===== config.mk =====
export PLATFORM = sky130hd
export DESIGN_NAME = cond_logic_flat
export DESIGN_NICKNAME = d
export VERILOG_FILES = /design/src/rtl/cond_logic_if.sv /design/src/rtl/cond_logic.sv /design/src/flat_wrapper.sv
export SDC_FILE = /design/constraint.sdc
export NUM_CORES = 1
export LEC_CHECK = 0
export ABC_AREA = 1
export ABC_CLOCK_PERIOD_IN_PS = 1700
export CAP_MARGIN = 20
export CORE_AREA = 2 2 39 41
export CTS_CLUSTER_SIZE = 30
export DETAILED_ROUTE_END_ITERATION = 7
export DIE_AREA = 0 0 41 43
export PLACE_DENSITY = 0.74
export RECOVER_POWER = 50
export SYNTH_ARGS = -nofsm -noshare
export SYNTH_HDL_FRONTEND = slang
export SYNTH_SLANG_ARGS = --single-unit

===== constraint.sdc =====
create_clock -name clk -period 1.7 [get_ports clk]
set_clock_uncertainty 0.1 [all_clocks]
set_input_delay 0.34 -clock clk [delete_from_list [all_inputs] [get_ports clk]]
set_output_delay 0.34 -clock clk [all_outputs]
set_load 0.01 [all_outputs]

===== src/rtl/cond_logic_if.sv =====
// cond_logic_if: decoder/ALU to conditional-execution stage bundle.
// The stage owns the NZCV register and returns gated strobes and Flags.
interface cond_logic_if;
  logic [3:0] Cond;
  logic [3:0] ALUFlags;
  logic [1:0] FlagW;
  logic       PCS;
  logic       RegW;
  logic       MemW;
  logic       NoWrite;
  logic       Stall;
  logic       PCSrc;
  logic       RegWrite;
  logic       MemWrite;
  logic [3:0] Flags;

  modport master (
    output Cond, ALUFlags, FlagW, PCS, RegW, MemW, NoWrite, Stall,
    input  PCSrc, RegWrite, MemWrite, Flags
  );

  modport slave (
    input  Cond, ALUFlags, FlagW, PCS, RegW, MemW, NoWrite, Stall,
    output PCSrc, RegWrite, MemWrite, Flags
  );
endinterface


===== src/rtl/cond_logic.sv =====
// cond_logic: NZCV flag register and ARM condition-code evaluation.
// Gates decoder requests into PCSrc/RegWrite/MemWrite strobes.
module cond_logic (
  input  logic         clk,
  input  logic         reset,
  cond_logic_if.slave  bus
);

  logic [1:0] r_nz;
  logic [1:0] r_cv;
  logic       w_n;
  logic       w_z;
  logic       w_c;
  logic       w_v;
  logic       w_condex;
  logic       w_go;
  logic [1:0] w_flagwrite;

  assign w_n = r_nz[1];
  assign w_z = r_nz[0];
  assign w_c = r_cv[1];
  assign w_v = r_cv[0];

  // Evaluate the condition field against the registered (old) flags.
  always_comb begin
    w_condex = 1'b0;
    case (bus.Cond)
      4'b0000: w_condex = w_z;
      4'b0001: w_condex = ~w_z;
      4'b0010: w_condex = w_c;
      4'b0011: w_condex = ~w_c;
      4'b0100: w_condex = w_n;
      4'b0101: w_condex = ~w_n;
      4'b0110: w_condex = w_v;
      4'b0111: w_condex = ~w_v;
      4'b1000: w_condex = w_c & ~w_z;
      4'b1001: w_condex = ~w_c | w_z;
      4'b1010: w_condex = ~(w_n ^ w_v);
      4'b1011: w_condex = w_n ^ w_v;
      4'b1100: w_condex = ~w_z & ~(w_n ^ w_v);
      4'b1101: w_condex = w_z | (w_n ^ w_v);
      4'b1110: w_condex = 1'b1;
      default: w_condex = 1'b0;
    endcase
  end

  assign w_go        = w_condex & ~bus.Stall & reset;
  assign w_flagwrite = bus.FlagW & {2{w_go}};

  assign bus.PCSrc    = bus.PCS & w_go;
  assign bus.RegWrite = bus.RegW & ~bus.NoWrite & w_go;
  assign bus.MemWrite = bus.MemW & w_go;
  assign bus.Flags    = {r_nz, r_cv};

  // Flag halves update independently; reset clears both and wins.
  always_ff @(posedge clk) begin
    if (!reset) begin
      r_nz <= 2'b00;
      r_cv <= 2'b00;
    end else begin
      if (w_flagwrite[1]) r_nz <= bus.ALUFlags[3:2];
      if (w_flagwrite[0]) r_cv <= bus.ALUFlags[1:0];
    end
  end

endmodule


===== src/flat_wrapper.sv =====
// flat-port wrapper written by rule: the top's interface ports become plain ports
module cond_logic_flat 
  (clk, reset, bus_Cond, bus_ALUFlags, bus_FlagW, bus_PCS, bus_RegW, bus_MemW, bus_NoWrite, bus_Stall, bus_PCSrc, bus_RegWrite, bus_MemWrite, bus_Flags);
  cond_logic_if bus_i ();
  input  logic clk;
  input  logic reset;
  input wire logic [$bits(bus_i.Cond)-1:0] bus_Cond;
  input wire logic [$bits(bus_i.ALUFlags)-1:0] bus_ALUFlags;
  input wire logic [$bits(bus_i.FlagW)-1:0] bus_FlagW;
  input wire logic [$bits(bus_i.PCS)-1:0] bus_PCS;
  input wire logic [$bits(bus_i.RegW)-1:0] bus_RegW;
  input wire logic [$bits(bus_i.MemW)-1:0] bus_MemW;
  input wire logic [$bits(bus_i.NoWrite)-1:0] bus_NoWrite;
  input wire logic [$bits(bus_i.Stall)-1:0] bus_Stall;
  output wire logic [$bits(bus_i.PCSrc)-1:0] bus_PCSrc;
  output wire logic [$bits(bus_i.RegWrite)-1:0] bus_RegWrite;
  output wire logic [$bits(bus_i.MemWrite)-1:0] bus_MemWrite;
  output wire logic [$bits(bus_i.Flags)-1:0] bus_Flags;
  assign bus_i.Cond = bus_Cond;
  assign bus_i.ALUFlags = bus_ALUFlags;
  assign bus_i.FlagW = bus_FlagW;
  assign bus_i.PCS = bus_PCS;
  assign bus_i.RegW = bus_RegW;
  assign bus_i.MemW = bus_MemW;
  assign bus_i.NoWrite = bus_NoWrite;
  assign bus_i.Stall = bus_Stall;
  assign bus_PCSrc = bus_i.PCSrc;
  assign bus_RegWrite = bus_i.RegWrite;
  assign bus_MemWrite = bus_i.MemWrite;
  assign bus_Flags = bus_i.Flags;
  cond_logic u_core (.clk(clk), .reset(reset), .bus(bus_i));
endmodule

==> out/qor.csv <==
metric;value;unit
result_of_the_run;finished with violations;
violations_in_the_final_reports;setup timing;
place.detailed.hpwl;1140;µm
reg2regPathDepth;13;
worst_slack;-0.213;ns
net-switching-power;0.000121;W
placement.io_buffers;23;
htree_depth;1;
hold_viol;0;
distinct_cell_type_count_after_synthesis;17;
final.period_utilization;113;%
placed_area;832;µm²
cts-buffers-inserted;3;
grt_start_max_net_pins;7;
power_leakage;0.457;nW
power.switching_fraction;31.2;%
routed_wirelength;1400;µm
worst_margin_pin_slew;0.213;ns
finalCoreUtilization;64.3;%
postSynthCellCount;89;
instances_no_fill;146;
drt_first_iter_violations;19;
fin_crit;1.91;ns
dpl.cell_count;141;
ff2ff_setup_slack;0.11;ns
pwr-share-comb;43.6;%
fp.dieW;41;µm
ir_worst_vdd;220;µV
via_count_of_the_first_global_routing_pass;635;
die_area;0.00176;mm²
chipHeight;43;µm
worstSkewPairLatency;0.24;ns
core;0.00138;mm²
detail-route-antenna-nets;0;
design_area;890;µm²
number_of_max_capacitance_violations_reported;0;
worstPathArrival;1.47;ns
max-clock-path-buffers;2;
power.clock.fraction;29.9;%
hold_depth;5;
hold_path_class;register to register;
crit_path_start_kind;register;
area_growth_syn_to_layout;83.7;%
drc;0;
globalplace.congestion;0.790;
holdBufCountCts;0;
yosysWarningCount;0;
required;1.26;ns
rsz0062_at_grt;yes;
synth_area_per_cell;5.44;µm²
power_density;438;mW/mm²
fin_total_pwr;0.000390;W
start_util;35.0;%
pre_cts_slack;-1.00;ns
drt_pass1_iterations;4;
grt_overflow_total;0;
antennaDiodeCount;0;
path_max_fanout;3;
synth_nets;106;
cts_root_buffer;sky130_fd_sc_hd__clkbuf_4;
slew_headroom;85.7;%
timing.final.max_slew_violations;0;
grt_pass1_wl;2310;µm
clkTransAtPathRegs;0.03;ns
seq_power_share;26.5;%
postSynthRegisterBits;4;
synth.cell_area;484;µm²
rows;14;
endpoints_failing_setup;3;
final_nets;149;
floorplan.io_pins;24;
detailroute.via_count;677;
detail_route.vias_per_cell;4.64;
timing.setup.critical_path_class;register to primary output;
post_route_cells_drive_above_1_share;40.8;%
timing.critical_path.to_type;primary output;
maxClockFrequency;523;MHz
overall_global_routing_usage;19.3;%
tritoncts;built;
synth-seq-area-share;16.5;%
clock_sinks;4;
final.fill_count;127;
power.internal;0.000268;W
detail_route.wl_per_cell;9.55;µm
antenna_found_initial;0;
## critical path, cell delays in order, from the launching register on
cell	delay, ns
sky130_fd_sc_hd__dfxtp_2	0.32
sky130_fd_sc_hd__inv_2	0.07
sky130_fd_sc_hd__buf_4	0.10
sky130_fd_sc_hd__nand3_1	0.06
sky130_fd_sc_hd__nand2_1	0.08
sky130_fd_sc_hd__nand2_1	0.07
sky130_fd_sc_hd__nand3_2	0.07
sky130_fd_sc_hd__nor2_2	0.04
sky130_fd_sc_hd__nand2_4	0.07
sky130_fd_sc_hd__nand2_4	0.05
sky130_fd_sc_hd__nor3b_2	0.15
sky130_fd_sc_hd__buf_2	0.15
## path summary, 6_finish.rpt
path	to	startpoint
min reg2reg	u_core.r_nz[1]	u_core.r_nz[1]
max	bus_RegWrite	u_core.r_nz[1]
min	u_core.r_nz[1]	u_core.r_nz[1]
max reg2reg	u_core.r_cv[1]	u_core.r_cv[0]
## flip-flops by register name, summed over array words and instances, names as in the netlist
name         cells
u_core.r_nz      2
u_core.r_cv      2
## synthesized netlist by cell type
cell                       instances  area, µm²
sky130_fd_sc_hd__nor2_1           11       41.3
sky130_fd_sc_hd__dfxtp_1           4       80.1
sky130_fd_sc_hd__nand2_4           1       11.3
sky130_fd_sc_hd__nand3_1           9       45.0
sky130_fd_sc_hd__nor3b_2           1       12.5
sky130_fd_sc_hd__clkinv_1          1       3.75
sky130_fd_sc_hd__nor3b_4           1       18.8
sky130_fd_sc_hd__nand4_1           4       25.0
sky130_fd_sc_hd__a21oi_1           1       5.00
sky130_fd_sc_hd__nand3_2           2       20.0
sky130_fd_sc_hd__inv_1            17       63.8
sky130_fd_sc_hd__nor3_1            1       5.00
sky130_fd_sc_hd__nand2_1          28        105
sky130_fd_sc_hd__nor2_2            3       18.8
sky130_fd_sc_hd__nand2_2           2       12.5
sky130_fd_sc_hd__a21oi_2           1       8.76
sky130_fd_sc_hd__inv_2             2       7.51
## power by group through the flow
stage | clock [W] | sequential (W) | combinational, W
after floorplan | 0 | 0.000105 | 0.0000703
after global placement | 0 | 0.000103 | 0.000160
after detailed placement | 0 | 0.000103 | 0.000163
after CTS | 0.000119 | 0.000103 | 0.000170
after global routing | 0.000125 | 0.000104 | 0.000187
final | 0.000117 | 0.000103 | 0.000170
## cell usage in the layout, fill, tap and decap left out
| master | synthesis | final |
|---|---|---|
| sky130_fd_sc_hd__clkbuf_4 | 0 | 3 |
| sky130_fd_sc_hd__nor2_4 | 0 | 1 |
| sky130_fd_sc_hd__clkdlybuf4s50_1 | 0 | 16 |
| sky130_fd_sc_hd__nand2_4 | 1 | 2 |
| sky130_fd_sc_hd__buf_4 | 0 | 15 |
| sky130_fd_sc_hd__nand4_1 | 4 | 4 |
| sky130_fd_sc_hd__nor3b_2 | 1 | 1 |
| sky130_fd_sc_hd__inv_1 | 17 | 14 |
| sky130_fd_sc_hd__nand2_2 | 2 | 6 |
| sky130_fd_sc_hd__dfxtp_2 | 0 | 4 |
| sky130_fd_sc_hd__nor2_1 | 11 | 9 |
| sky130_fd_sc_hd__nor3_1 | 1 | 1 |
| sky130_fd_sc_hd__nand3_1 | 9 | 9 |
| sky130_fd_sc_hd__clkdlybuf4s15_2 | 0 | 3 |
| sky130_fd_sc_hd__nor2_2 | 3 | 4 |
| sky130_fd_sc_hd__inv_2 | 2 | 5 |
| sky130_fd_sc_hd__nor3b_4 | 1 | 1 |
| sky130_fd_sc_hd__clkinv_1 | 1 | 1 |
| sky130_fd_sc_hd__buf_2 | 0 | 4 |
| sky130_fd_sc_hd__nand2_1 | 28 | 23 |
| sky130_fd_sc_hd__nand3_2 | 2 | 2 |
| sky130_fd_sc_hd__a21oi_2 | 1 | 2 |
## metrics by stage
step	TNS [ns]	hold WS, ns
6_report	-0.617	0.558
5_1_grt	-0.936	0.583
4_1_cts	-0.654	0.564
3_5_place_dp	-4.45	0.581
3_3_place_gp	-4.17	0.576
2_1_floorplan	0	0.361
## final cells by class
type,instances,area [µm²],share of cell area (%)
timing repair buffer,38,327,36.7
multi-input combinational,65,360,40.5
tap,16,20.0,2.25
sequential,4,85.1,9.56
inverter,20,75.1,8.44
clock buffer,3,22.5,2.53
## layer usage
| metal | vias up | GRT usage [%] | routed length [µm] |
|---|---|---|---|
| met5 | - | 0 | 0 |
| met4 | 0 | 10.0 | 14 |
| met3 | 4 | 3.66 | 132 |
| met2 | 42 | 34.4 | 731 |
| met1 | 274 | 19.3 | 517 |
| li1 | 357 | - | - |
## kinds of logic after synthesis
logic type	share of synthesized area, %
DFF	16.5
buffers and inverters	15.5
AOI/OAI and AO/OA	2.84
and+or+nand+nor	65.1
## repair_timing
action                                  CTS  global route
resized for setup                        42             1
pin swaps                                 8             6
endpoints found under the setup margin    8             4
buffers inserted                          2             0
Note: power is estimated with default switching activity, not from simulation.
